--- src/rtl/thread_fetch_sched.sv ---
// Barrel fetch scheduler: one PC per hardware thread, per-cycle thread select,
// MEM-stage redirects, sticky malformed-redirect flag. Option: THREAD_SKIP_EN.
module thread_fetch_sched #(
  parameter int NUM_THREADS     = 4,
  parameter int PC_WIDTH        = 32,
  parameter int PC_STEP         = 4,
  parameter int RESET_PC_STRIDE = 4,
  parameter int TID_W           = $clog2(NUM_THREADS)
) (
  input  logic                   clk,
  input  logic                   reset_n,
  input  logic                   pc_en,
  input  logic [NUM_THREADS-1:0] thread_active,
  input  logic                   redirect_valid,
  input  logic [NUM_THREADS-1:0] redirect_thread,
  input  logic [PC_WIDTH-1:0]    redirect_pc,
  output logic                   fetch_valid,
  output logic [PC_WIDTH-1:0]    fetch_pc,
  output logic [NUM_THREADS-1:0] fetch_thread,
  output logic [TID_W-1:0]       fetch_tid,
  output logic                   redirect_err
);

  typedef logic [TID_W-1:0] tid_t;

  logic [PC_WIDTH-1:0] pc_q [NUM_THREADS];
  tid_t                cur_q;
  tid_t                cur_nxt;
  logic                err_q;
  logic                rt_one_hot;
  logic                rd_ok;
  logic                rd_bad;

  function automatic tid_t wrap_inc(input tid_t t);
    return (t == tid_t'(NUM_THREADS - 1)) ? '0 : t + tid_t'(1);
  endfunction

  // A redirect is well-formed only with exactly one target bit set.
  always_comb begin
    rt_one_hot = (redirect_thread != '0) &&
                 ((redirect_thread &
                   (redirect_thread - NUM_THREADS'(1))) == '0);
    rd_ok      = redirect_valid & rt_one_hot;
    rd_bad     = redirect_valid & ~rt_one_hot;
  end

`ifdef THREAD_SKIP_EN
  // Next slot goes to the first active thread after cur, cyclically;
  // with nothing active the pointer holds.
  always_comb begin
    tid_t idx;
    logic found;
    cur_nxt = cur_q;
    idx     = cur_q;
    found   = 1'b0;
    for (int j = 0; j < NUM_THREADS; j++) begin
      idx = wrap_inc(idx);
      if (!found && thread_active[idx]) begin
        cur_nxt = idx;
        found   = 1'b1;
      end
    end
  end
`else
  // Strict rotation keeps every thread on a fixed N-cycle cadence.
  always_comb begin
    cur_nxt = wrap_inc(cur_q);
  end
`endif

  // Slot outputs: everything registered except the fetch qualifier.
  always_comb begin
    fetch_valid  = pc_en & thread_active[cur_q];
    fetch_pc     = pc_q[cur_q];
    fetch_tid    = cur_q;
    fetch_thread = NUM_THREADS'(1) << cur_q;
    redirect_err = err_q;
  end

  // PC file: redirect overrides the sequential step on the same thread.
  always_ff @(posedge clk or negedge reset_n) begin
    if (!reset_n) begin
      for (int i = 0; i < NUM_THREADS; i++) begin
        pc_q[i] <= PC_WIDTH'(i * RESET_PC_STRIDE);
      end
    end else begin
      for (int i = 0; i < NUM_THREADS; i++) begin
        if (rd_ok && redirect_thread[i]) begin
          pc_q[i] <= redirect_pc;
        end else if (fetch_valid && cur_q == tid_t'(i)) begin
          pc_q[i] <= pc_q[i] + PC_WIDTH'(PC_STEP);
        end
      end
    end
  end

  // Thread pointer and sticky error flag.
  always_ff @(posedge clk or negedge reset_n) begin
    if (!reset_n) begin
      cur_q <= '0;
      err_q <= 1'b0;
    end else begin
      if (pc_en) begin
        cur_q <= cur_nxt;
      end
      if (rd_bad) begin
        err_q <= 1'b1;
      end
    end
  end

endmodule

--- config.mk ---
export PLATFORM = sky130hd
export DESIGN_NAME = thread_fetch_sched
export DESIGN_NICKNAME = d
export VERILOG_FILES = /design/src/rtl/thread_fetch_sched.sv
export SDC_FILE = /design/constraint.sdc
export NUM_CORES = 1
export LEC_CHECK = 0
export ABC_CLOCK_PERIOD_IN_PS = 2400
export BUFFER_PORTS_ARGS = -buffer_cell sky130_fd_sc_hd__buf_2
export CORE_ASPECT_RATIO = 2
export CORE_MARGIN = 4
export CORE_UTILIZATION = 54
export DETAILED_ROUTE_END_ITERATION = 10
export GPL_ROUTABILITY_DRIVEN = 0
export PLACE_DENSITY = 0.88
export SYNTH_ARGS = -nofsm -noshare
export SYNTH_HDL_FRONTEND = slang
export SYNTH_SLANG_ARGS = --single-unit
--- constraint.sdc ---
create_clock -name clk -period 2.4 [get_ports clk]
set_input_delay 0.36 -clock clk [delete_from_list [all_inputs] [get_ports clk]]
set_output_delay 0.36 -clock clk [all_outputs]
set_load 0.05 [all_outputs]
==> metrics.yaml <==
drive_gt1_share_pct: 21.7
post-dp-hpwl_um: 17500
worst_ep_required_time_ns: 2.04
first_pass_iters: 5
arrival_ns: 2.00
grt_antenna_before_repair: 1
initial_core_util_pct: 54.9
rsz0062_at_grt: "false"
cp_top_family: "buffers and inverters"
synth.distinct_cells: 39
cts_tree: "done"
grt_usage_pct: 30.7
final_area_mm2: 0.00929
avgSynthCellArea_um2: 9.24
syn_area_mm2: 0.00788
overflow: 0
drtIter0Drc: 694
clkPwrFrac_pct: 22.4
ant_nets: 0
power.leakage_nw: 3.67
yosys_warnings: 0
die_y_um: 179
grt_pass1_vias: 7457
switchingPower_mw: 4.93
tightest_slew_ns: 0.673
die-area_mm2: 0.0167
met2_usage_pct: 53.2
synth-seq-area-share_pct: 41.7
power_frac_comb_pct: 44.0
end_kind: "output port"
wirelength_um: 24700
ctsLongestPathBuffers: 2
startpoint_type: "flip-flop"
crit_fanout: 16
hold_slack_ns: 0.186
drt-vias-per-instance: 6.32
numCtsBuffers: 17
clk_latency_ns: 0.43
internal_power_mw: 6.05
cp_common_cell: "buf_4"
vias: 7266
met3_usage_pct: 5.33
pre_cts_slack_ns: 0.123
critical_path_buf_inv_count: 3
portBuffers: 83
grt_pass1_wl_um: 38500
synth_seq_cells: 131
min_period_over_period_pct: 98.5
drc: 0
syn_nets: 904
switching_share_pct: 44.9
fmax_mhz: 423
final_hold_viol_count: 0
hold_path.class: "input port to flip-flop"
cts_root_buffer: "clkbuf_16"
slowest_delay_ns: 0.49
synth_flop_cell: "dfrtp_1"
use_met1_pct: 31.4
area_growth_pct: 18.0
wl_per_cell_um: 21.5
post_dp_cell_area_mm2: 0.00867
ioPinCount: 84
die_x_um: 93.4
cts_max_level: 4
row_count: 62
critical_path_class: "flip-flop to output port"
vdd_ir_drop_max_mv: 1.06
busiest_layer: "met2"
slowest_stage: "dfrtp_2"
cts.reportedPaths.clkPinSlew_ns: 0.05
async_reset_ff_share_pct: 100
final_max_slew_viol_count: 0
synth_edf_count: 0
cap_violations: 0
coreArea_mm2: 0.0144
utilization_pct: 64.8
netlist_instances: 852
grt_max_degree: 57
fin_worst_skew_ns: 0.00836
setup_viol: 0
status: "complete, no violations"
powerDensity_mw_per_mm2: 1180
power.share.sequential_pct: 33.6
timing.final.ws_setup_ns: 0.0352
period_minus_slack_ns: 2.36
relSlewSlack_pct: 55.0
cts_sinks: 131
fin_nets: 996
crit_chain: "buf_4 > buf_4 > mux4_2 > buf_2"
[worst min-delay path, cell delays in order]
cell and delay (ns):
buf_2 0.12, nand2_1 0.05, o21ai_0 0.07
[kinds of logic after synthesis]
group / count (synthesis) / synth area share [%]
muxes: 44 / 11.0
DFF: 131 / 41.7
adders and majority gates: 8 / 1.27
and+or+nand+nor: 368 / 21.9
AOI/OAI and AO/OA: 125 / 8.07
xor gates and xnor gates: 117 / 13.0
buffers and inverters: 59 / 3.11
[cell usage after synthesis (all sizes together) (2+ instances only)]
master	instances	area, µm²
clkbuf	31	116
xor2	56	490
and3	18	113
and2	8	50.1
mux2i	6	60.1
dfrtp	127	3180
nor2b	2	12.5
dfstp	4	105
nor2	101	379
or3	2	12.5
mux4	33	747
xnor2	61	534
nor4	6	37.5
and4	11	96.3
ha	8	100
nand2	112	428
mux2	5	56.3
nand4	26	169
nand2b	2	12.5
nor3	25	125
inv	15	56.3
buf	12	67.6
o21ai	55	275
nand3	50	250
nand3b	3	22.5
a21oi	67	335
[flip-flops by register name, summed over array words and instances (netlist names)]
name and cells:
redirect_err 1, fetch_tid 2, pc_q 128
[through the flow]
stage | TNS [ns] | power [mW] | std cells
finish | 0 | 11.0 | 1149
global route | 0 | 11.5 | 1149
CTS | 0 | 10.9 | 1145
detailed placement | 0 | 8.33 | 1112
global placement | 0 | 8.22 | 1112
floorplan | -0.150 | 7.20 | 852
[power by group through the flow]
stage	Sequential [mW]	Clock (mW)	Combinational [mW]
floorplan	3.46	0	3.73
global route	3.76	2.58	5.11
finish	3.69	2.45	4.83
CTS	3.63	2.47	4.79
global placement	3.63	0	4.59
detailed placement	3.66	0	4.67
[layout by cell type (no fill, tap or decap), types with 6 or more instances in the layout]
cell type	instances
and3_1	17
nand4_1	25
buf_4	27
and2_1	7
mux4_2	32
nor4_1	6
buf_2	82
and4_1	11
inv_1	13
o21ai_0	54
nand3_1	49
a21oi_1	67
xnor2_1	61
clkbuf_16	17
nor2_1	101
nand2_1	111
nor3_1	24
xor2_1	56
dfrtp_1	125
[layout make-up]
| cell class | count | area, µm² |
|---|---|---|
| clock inverters | 13 | 113 |
| flip-flops and latches | 131 | 3290 |
| fillers | 1066 | 5060 |
| inverters | 16 | 67.6 |
| clock buffers | 18 | 439 |
| well taps | 192 | 240 |
| multi-input cells | 662 | 4410 |
| diodes | 1 | 2.50 |
| repair buffers | 116 | 734 |
[layer usage]
| metal | wire length, µm | part of all wire [%] |
|---|---|---|
| met4 | 2370 | 9.6 |
| met5 | 0 | 0 |
| met2 | 12900 | 52 |
| met1 | 7760 | 31 |
| met3 | 1700 | 6.9 |
[path summary, 6_finish.rpt]
path | from | end | slack (ns) | depth (start not counted)
max | fetch_tid[0] | fetch_pc[9] | 0.04 | 4
min | redirect_pc[2] | pc_q[66] | 0.19 | 3
max reg2reg | fetch_tid[1] | pc_q[23] | 0.08 | 8
min reg2reg | pc_q[97] | pc_q[97] | 0.48 | 2
max in group asynchronous | reset_n | pc_q[111] | 1.20 | 3
min in group asynchronous | reset_n | pc_q[125] | 0.47 | 2
[what timing repair did]
action / in CTS / in global routing
endpoints found under the setup margin: 17 / 5
buffers inserted: 1 / 3
pin swaps: 0 / 1
gates resized for setup: 5 / 2
hold endpoints to repair: 33 / 0
hold buffers: 1 / 0
Power figures use the tool's default switching activity.
